`config.mk`:
```
export PLATFORM = sky130hd
export DESIGN_NAME = multicycle_ctrl_fsm
export DESIGN_NICKNAME = d
export VERILOG_FILES = /design/src/rtl/multicycle_ctrl_fsm.sv
export SDC_FILE = /design/constraint.sdc
export NUM_CORES = 1
export LEC_CHECK = 0
export BUFFER_PORTS_ARGS = -buffer_cell sky130_fd_sc_hd__buf_2
export CAP_MARGIN = 30
export CORE_AREA = 2 2 71 73
export CTS_CLUSTER_SIZE = 8
export DETAILED_ROUTE_END_ITERATION = 6
export DIE_AREA = 0 0 73 75
export PLACE_DENSITY = 0.46
export SLEW_MARGIN = 20
export SYNTH_ARGS = -nofsm -noshare
export SYNTH_HDL_FRONTEND = slang
export SYNTH_SLANG_ARGS = --single-unit
```
`constraint.sdc`:
```
create_clock -name clk -period 4.4 [get_ports clk]
set_input_delay 0.22 -clock clk [delete_from_list [all_inputs] [get_ports clk]]
set_output_delay 0.22 -clock clk [all_outputs]
set_load 0.02 [all_outputs]
```
`src/rtl/multicycle_ctrl_fsm.sv`:
```
// -----------------------------------------------------------------------------
// multicycle_ctrl_fsm
//
// Main sequencing FSM for the multicycle ARM-subset core with FPU extension.
// It decodes Op/Funct and steps the shared datapath through the fetch, decode,
// execute, memory and writeback states. It drives the datapath mux selects and
// the unconditional write requests (NextPC, RegW, MemW, FPUW) that the
// condition logic qualifies. It also handshakes with the multi-cycle FPU
// (FPUStart / FPUDone) and runs a timeout watchdog while the FPU is busy.
//
// Parameters
//   FPU_TIMEOUT : maximum cycles spent in FPUWAIT before abort (1..255)
//   CNT_W       : width of the FPU wait counter, 2**CNT_W > FPU_TIMEOUT
//
// Ports
//   clk        in   system clock, rising edge
//   reset      in   synchronous, active-high
//   Op[1:0]    in   instruction class: 00 data-proc, 01 memory, 10 branch,
//                   11 FPU
//   Funct[5:0] in   [5] immediate operand, [0] load (memory class)
//   FPUDone    in   FPU result valid, only looked at in FPUWAIT
//   IRWrite    out  instruction register load
//   AdrSrc     out  memory address select: 0 PC, 1 ALU result
//   ALUSrcA    out  0 register A, 1 PC
//   ALUSrcB    out  00 reg, 01 imm, 10 const 4
//   ResultSrc  out  00 ALUOut, 01 data, 10 ALU direct
//   ALUOp      out  ALU decoder uses Funct when 1, otherwise add
//   NextPC     out  PC update request
//   RegW       out  register write request (pre-condition)
//   MemW       out  memory write request (pre-condition)
//   FPUW       out  FPU result write request (pre-condition)
//   Branch     out  conditional branch request
//   FPUStart   out  one-cycle FPU issue pulse
//   FPUErr     out  sticky FPU timeout flag, cleared only by reset
//   State[3:0] out  current state encoding
// -----------------------------------------------------------------------------
module multicycle_ctrl_fsm #(
  parameter int unsigned FPU_TIMEOUT = 16,
  parameter int unsigned CNT_W       = 8
) (
  input  logic       clk,
  input  logic       reset,
  input  logic [1:0] Op,
  input  logic [5:0] Funct,
  input  logic       FPUDone,
  output logic       IRWrite,
  output logic       AdrSrc,
  output logic       ALUSrcA,
  output logic [1:0] ALUSrcB,
  output logic [1:0] ResultSrc,
  output logic       ALUOp,
  output logic       NextPC,
  output logic       RegW,
  output logic       MemW,
  output logic       FPUW,
  output logic       Branch,
  output logic       FPUStart,
  output logic       FPUErr,
  output logic [3:0] State
);

  typedef enum logic [3:0] {
    FETCH    = 4'd0,
    DECODE   = 4'd1,
    MEMADR   = 4'd2,
    MEMRD    = 4'd3,
    MEMWB    = 4'd4,
    MEMWR    = 4'd5,
    EXECUTER = 4'd6,
    EXECUTEI = 4'd7,
    ALUWB    = 4'd8,
    BRANCH   = 4'd9,
    FPUISSUE = 4'd10,
    FPUWAIT  = 4'd11,
    FPUWB    = 4'd12
  } state_t;

  typedef struct packed {
    logic       irwrite;
    logic       adrsrc;
    logic       alusrca;
    logic [1:0] alusrcb;
    logic [1:0] resultsrc;
    logic       aluop;
    logic       nextpc;
    logic       regw;
    logic       memw;
    logic       fpuw;
    logic       branch;
    logic       fpustart;
  } ctrl_t;

  // Last counter value that still counts as a wait cycle; reaching it with no
  // FPUDone means FPU_TIMEOUT wait cycles have elapsed.
  localparam logic [CNT_W-1:0] CNT_LAST = CNT_W'(FPU_TIMEOUT - 1);

  state_t           state;
  state_t           state_n;
  logic [CNT_W-1:0] cnt;
  logic [CNT_W-1:0] cnt_n;
  logic             err_n;
  ctrl_t            ctl;

  // Funct[4:1] belong to the ALU decoder, not to sequencing.
  logic unused_funct;
  assign unused_funct = &{1'b0, Funct[4:1]};

  // Moore output table, indexed by state. Illegal codes produce all zeros.
  function automatic ctrl_t decode_ctl(input state_t s);
    ctrl_t c;
    c = '0;
    case (s)
      FETCH: begin
        c.alusrca   = 1'b1;
        c.alusrcb   = 2'b10;
        c.resultsrc = 2'b10;
        c.irwrite   = 1'b1;
        c.nextpc    = 1'b1;
      end
      DECODE: begin
        c.alusrca   = 1'b1;
        c.alusrcb   = 2'b10;
        c.resultsrc = 2'b10;
      end
      MEMADR:   c.alusrcb = 2'b01;
      MEMRD:    c.adrsrc  = 1'b1;
      MEMWB: begin
        c.resultsrc = 2'b01;
        c.regw      = 1'b1;
      end
      MEMWR: begin
        c.adrsrc = 1'b1;
        c.memw   = 1'b1;
      end
      EXECUTER: c.aluop = 1'b1;
      EXECUTEI: begin
        c.alusrcb = 2'b01;
        c.aluop   = 1'b1;
      end
      ALUWB:    c.regw = 1'b1;
      BRANCH: begin
        c.alusrcb   = 2'b01;
        c.resultsrc = 2'b10;
        c.branch    = 1'b1;
      end
      FPUISSUE: c.fpustart = 1'b1;
      FPUWB:    c.fpuw     = 1'b1;
      default:  c = '0;
    endcase
    return c;
  endfunction

  // Next-state, wait counter and sticky error logic.
  always_comb begin
    state_n = FETCH;
    cnt_n   = cnt;
    err_n   = FPUErr;
    case (state)
      FETCH:  state_n = DECODE;
      DECODE: begin
        case (Op)
          2'b00:   state_n = Funct[5] ? EXECUTEI : EXECUTER;
          2'b01:   state_n = MEMADR;
          2'b10:   state_n = BRANCH;
          default: state_n = FPUISSUE;
        endcase
      end
      MEMADR:   state_n = Funct[0] ? MEMRD : MEMWR;
      MEMRD:    state_n = MEMWB;
      EXECUTER,
      EXECUTEI: state_n = ALUWB;
      FPUISSUE: begin
        state_n = FPUWAIT;
        cnt_n   = '0;
      end
      FPUWAIT: begin
        // FPUDone takes priority over an expiring watchdog.
        if (FPUDone) begin
          state_n = FPUWB;
        end else if (cnt == CNT_LAST) begin
          state_n = FETCH;
          err_n   = 1'b1;
        end else begin
          state_n = FPUWAIT;
          cnt_n   = cnt + 1'b1;
        end
      end
      // Writeback states, BRANCH and illegal codes all return to FETCH.
      default:  state_n = FETCH;
    endcase
  end

  // Outputs are registered from the next state, so they line up with State
  // exactly as combinational Moore decoding would, but without decode glitches.
  always_ff @(posedge clk) begin
    if (reset) begin
      state  <= FETCH;
      cnt    <= '0;
      FPUErr <= 1'b0;
      ctl    <= decode_ctl(FETCH);
    end else begin
      state  <= state_n;
      cnt    <= cnt_n;
      FPUErr <= err_n;
      ctl    <= decode_ctl(state_n);
    end
  end

  assign State     = state;
  assign IRWrite   = ctl.irwrite;
  assign AdrSrc    = ctl.adrsrc;
  assign ALUSrcA   = ctl.alusrca;
  assign ALUSrcB   = ctl.alusrcb;
  assign ResultSrc = ctl.resultsrc;
  assign ALUOp     = ctl.aluop;
  assign NextPC    = ctl.nextpc;
  assign RegW      = ctl.regw;
  assign MemW      = ctl.memw;
  assign FPUW      = ctl.fpuw;
  assign Branch    = ctl.branch;
  assign FPUStart  = ctl.fpustart;

endmodule

```
# --- Word level (Yosys, flattened, before mapping) ---
# Index checks and enable logic that the tools add are counted.
# W data, S select, Z words.
word_totals:
  register_bits: 26
  out_inout_bits: 19
classes:
  addsub: 1
  eq_ne: 23
  n_mux: 20
  n_bitwise: 1
  n_reduce_logical: 13
ops:
  columns: ["cell", "count"]
  rows:
  - ["$pmux W4 S7", 1]
  - ["$eq A4 B3 Y1 const B", 6]
  - ["$eq A4 B4 Y1 const B", 6]
  - ["$eq A4 B2 Y1 const B", 4]
  - ["$mux W8", 2]
  - ["$pmux W8 S2", 1]
  - ["$pmux W4 S3", 1]
  - ["$mux W1", 10]
  - ["$reduce_or A2 Y1", 5]
  - ["$add A8 B1 Y8 const B", 1]
  - ["$eq A4 B1 Y1 const B", 2]
  - ["$eq A8 B4 Y1 const B", 1]
  - ["$logic_not A4 Y1", 2]
  - ["$mux W4", 2]
  - ["$pmux W2 S2", 2]
  - ["$reduce_and A3 Y1", 2]
  - ["$reduce_or A3 Y1", 2]
  - ["$ne A2 B2 Y1 const B", 2]
  - ["$mux W3", 1]
  - ["$eq A2 B1 Y1 const B", 1]
  - ["$eq A2 B2 Y1 const B", 1]
  - ["$logic_not A2 Y1", 1]
  - ["$reduce_bool A2 Y1", 1]
  - ["$not A1 Y1", 1]

# --- Longest topological paths before layout ---
depth:
  ltp_word: 7
  ltp_mapped: 6

# --- Worst setup path before layout ---
# No wires, ideal clock.
synth_path:
  path_type: "reg2reg"
  startpoint: "register state[0], in the netlist State[0]"
  endpoint: "register ctl (netlist bit NextPC)"
  setup_ns: 0.116
  t_arrival_ns: 1.741
  slack_ns: 2.542
  path_stages_with_launch: 6
  path_buffers: 0
  period_less_slack_ns: 1.858
  cell_sequence: "dfxtp_1 > nand4b_2 > a211oi_4 > a211oi_2 > and2_1 > a31o_2"
synth_via:
  elab_chain_len: 5
  word_cells_on_any_way: 12
  cone_classes: "7 x eq/ne; 2 x mux; 3 x reduce/logical"
synth_lines:
  columns: ["item", "line", "source"]
  rows:
  - ["from (decl)", "97", "state_t state;"]
  - ["from (signal assigned)", "202", "state <= state_n;"]
  - ["$eq A4 B3 Y1", "158", "case (state)"]
  - ["$reduce_or A2 Y1", "158", null]
  - ["$pmux W4 S7 *", "158", null]
  - ["$logic_not A4 Y1 *", "112", "case (s)"]
  - ["$mux W1 *", "112", null]
  - ["to (signal assigned)", "200", "ctl <= decode_ctl(FETCH);"]
  - ["to (signal assigned)", "205", "ctl <= decode_ctl(state_n);"]
  - ["to (decl)", "102", "ctrl_t ctl;"]
# Mark *: on every way between the ends. The rest lies on a longest branch, timed or not.
# A chain may end at the register's enable or synchronous reset.

# --- Worst setup path after layout ---
layout_path:
  startpoint: "register cnt[0]"
  endpoint: "register ctl (netlist bit NextPC)"
layout_via:
  elab_chain_len: 6
layout_lines:
  columns: ["item", "line", "source"]
  rows:
  - ["from (decl)", "99", "logic [CNT_W-1:0] cnt;"]
  - ["from (signal assigned)", "203", "cnt <= cnt_n;"]
  - ["$eq A8 B4 Y1", "180", "end else if (cnt == CNT_LAST) begin"]
  - ["$mux W4", "180", null]
  - ["$mux W4", "178", "if (FPUDone) begin"]
  - ["$pmux W4 S7", "158", null]
  - ["$logic_not A4 Y1", "112", null]
  - ["$mux W1", "112", null]
# Every way passes these cells.

==> parameters.txt <==
Parameter                              Value

Logic synthesis
  Post-synthesis sequential area ratio ... between 40 and 50%
  Count of cell types in the netlist ... just over 40
  Net count of the mapped netlist ... roughly 130
  Dominant cell type by area after synthesis ... dfxtp_1
  Yosys warning total ... 0
  Post-synthesis xor/xnor area fraction ... around 7%
  Post-Synth Simple-Gate Area ... roughly 26%
  Portion of netlist area occupied by mux cells ... 0.885%
  Area share of fa/ha/maj cells after synthesis ... 1.11%
  Number of flops mapped to enable cells by yosys ... 0
  Area of the mapped netlist ... between 1000 and 1500 um2
  Complex-gate fraction of the synthesized area ... between 15 and 20%
  Post-synthesis instance total ... 113
  Share of synthesized registers carrying an async set or reset ... 0%
  Largest family of logic cells by synthesized area ... simple AND/OR/NAND/NOR gates
  Cell types with the largest area share after synthesis ... dfxtp_1 44%, xor2_1 6.2%, nor2_1 5.0%
  Average cell area after synthesis ... between 10 and 15 um2
  #FFs+latches synth ... 25
  Primary flip-flop cell chosen by synthesis mapping ... dfxtp_1
  Post-synth top area share ... 44.2%

Pwr
  Clock group share of total power ... 28.2%
  Pleak ... roughly 0.56 nW
  Psw ... ~0.00015 W
  Net Sw Frac ... about 31%
  Power Density ... about 370 nW/um2
  Peak supply drop ... just under 100 uV
  Sequential cell fraction of total power ... 50.4%
  Part of the power in combinational logic ... about a fifth
  Cell-internal power ... approximately 0.00035 W
  Tot Pwr ... 0.000499 W

Critical path
  Largest delay share family, worst path ... compound AO/OA/AOI/OAI gates
  Largest fanout on the critical path ... 9
  Worst path slowest cell ... a211oi_4
  Cells along the critical path ... ha_1, and3_1, a211oi_4, a211oi_2, and2_1, a31o_2
  Start-to-end type of the worst setup path ... reg2reg
  Type of origin of the critical path ... flop
  Data arrival time at the worst-slack endpoint ... 2.24 ns
  Maximum cell stage delay along the critical path ... roughly 0.50 ns
  Critical Path Sink Type ... flop
  Count of buffer and inverter cells on the critical path ... 0
  Required time of the critical path ... ~4.6 ns

Timing
  Final setup violating endpoints ... 0
  Final-report hold violation count ... 0
  Minimum period implied by the final worst setup slack ... a little over 2 ns
  Final max-slew violation count ... 0
  RSZ-0062 raised after global routing ... no
  Summed negative setup slack over all endpoints ... 0 ns
  Max frequency ... between 400 and 500 MHz
  Transition time at the pin with the least slew margin ... 0.718 ns
  Max-Slew Margin vs Limit ... 52.1%
  Fin crit share ... a little under half
  Post-route clock skew ... 0.00323 ns

Global route
  Pin count of the biggest net entering global routing ... 16
  Global-route wire length before repair ... 3.81 mm
  Vias in the first global route ... 835
  Number of antenna violations at the first check in global routing ... 0
  Final global-route overflow total ... 0
  Total routing usage reported by global routing ... under 10%

Placed design
  DPL Wire Length ... ~1.7 mm
  Final estimated routing congestion in global placement ... slightly above 0.8
  Number of buffer cells added on primary ports ... 25

Route
  Aggregate routed wire length ... ~2.3 mm
  Total iterations of the first detailed-routing run ... 4
  Average wire length per cell after detail routing ... 12.0 um
  Number of nets with antenna violations after detailed routing ... 0
  DRC violations left ... 0
  Initial DRC count ... 21
  Routed via count divided by cell count ... 4.62
  Routed vias ... ~900

Hold path
  Type of the tightest min-delay check ... in2reg

Floorplan
  Initial standard-cell utilization of the core ... between 20% and 30%
  Ports ... 30
  Site row count ... 25
  DIE AREA ... approximately 5500 um2
  Die span in x ... 73 um
  Total core area ... 4660 um2
  Die Ht ... about 75 um

Clock network
  CTS tree ... built
  Buffer type at the clock tree root ... clkbuf_8
  Count of hold buffers inserted by post-cts repair ... 0
  PostCTS Resize Cnt ... 0
  Number of buffers inserted during clock tree synthesis ... 3
  Maximum level of the CTS H-tree ... 1
  Buffer count from post-CTS setup fixing ... 0
  Clock transition time at the flip-flop clock pins of the worst setup and hold paths ... 0.09 ns
  TritonCTS sink count ... 25
  Clock latency at the later pin of the worst-skew pair ... 0.27 ns
  Maximum clock path buffer count ... 2

Final layout
  Fraction of final layout cells sized beyond drive strength 1 ... a little under a third
  Final #Nets ... between 100 and 150
  Most frequent cells in the layout ... 25 x dfxtp_1, 25 x buf_2, 15 x nor2_1, 8 x xor2_1
  Synthesis-to-layout area growth ... 19.1%
  Number of antenna repair diodes ... 0

Status
  Result of the run ... complete, no violations

Job
  Max-cap violations ... 0
-- stage by stage --
step | std cells | utilization, % | area (um2) | worst slack (ns) | hold WS, ns
after floorplan | 113 | - | 1130 | 2.54 | 0.319
after global placement | 186 | 27.7 | 1290 | 1.97 | 0.443
final | 190 | 28.9 | 1350 | 2.34 | 0.283
after CTS | 190 | 28.9 | 1350 | 2.33 | 0.281
after global routing | 190 | 28.9 | 1350 | 2.20 | 0.295
after detailed placement | 186 | 27.9 | 1300 | 2.35 | 0.448
-- synth_stat cells (all sizes together), types with 2 or more instances --
cell / n
and3b: 2
and3: 5
a21o: 2
nor2: 16
xor2: 8
o21ai: 4
and2: 2
buf: 3
nand2b: 2
nand2: 4
o2111ai: 3
inv: 3
a21oi: 2
clkbuf: 3
a211oi: 3
dfxtp: 25
nor3: 5
-- final timing paths --
kind | startpoint | endpoint | slack [ns] | cells after the start
setup / recovery | cnt[0]$_SDFFE_PP0P_ | NextPC$_SDFF_PP1_ | 2.34 | 6
hold / removal | reset | State[2]$_SDFF_PP0_ | 0.28 | 2
setup reg to reg | cnt[0]$_SDFFE_PP0P_ | NextPC$_SDFF_PP1_ | 2.34 | 6
hold reg to reg | FPUErr$_SDFFE_PP0P_ | FPUErr$_SDFFE_PP0P_ | 0.47 | 2
-- power by group through the flow --
stage	Sequential (W)	Clock (W)	Combinational, W
finish	0.000251	0.000141	0.000107
global route	0.000253	0.000152	0.000119
floorplan	0.000272	0	0.0000639
CTS	0.000252	0.000147	0.000108
global placement	0.000255	0	0.000108
detailed placement	0.000257	0	0.000108
-- layout make-up --
class                   count  area [um2]
fillers                   491        3310
inverters                   3        11.3
clock buffers               3        41.3
flip-flops and latches     25         500
clock inverters             1        7.51
multi-input cells          79         594
repair buffers             25         125
well taps                  54        67.6
-- cell families after synthesis --
kind of cell / after synthesis
flip-flops: 25
multiplexers: 1
AND/OR/NAND/NOR: 46
AO/OA/AOI/OAI: 22
adder cells (fa/ha/maj): 1
buffers and inverters: 9
XOR/XNOR: 9
-- layer usage --
metal  vias to the layer above  track usage, %  routed length (um)
met5                         -               0                   0
met4                         0            5.76                  34
met3                         2            1.74                 109
met2                        19            14.0                1020
met1                       411            11.4                1110
li1                        445               -                   -
-- sequential cells by signal, indices dropped and copies added (netlist names) --
register and count:
FPUW 1, cnt 8, NextPC 1, AdrSrc 1, ResultSrc 2, Branch 1
ALUSrcB 1, State 4, RegW 1, ALUSrcA 1, ALUOp 1, MemW 1
FPUErr 1, FPUStart 1
Power figures use the tool's default switching activity.
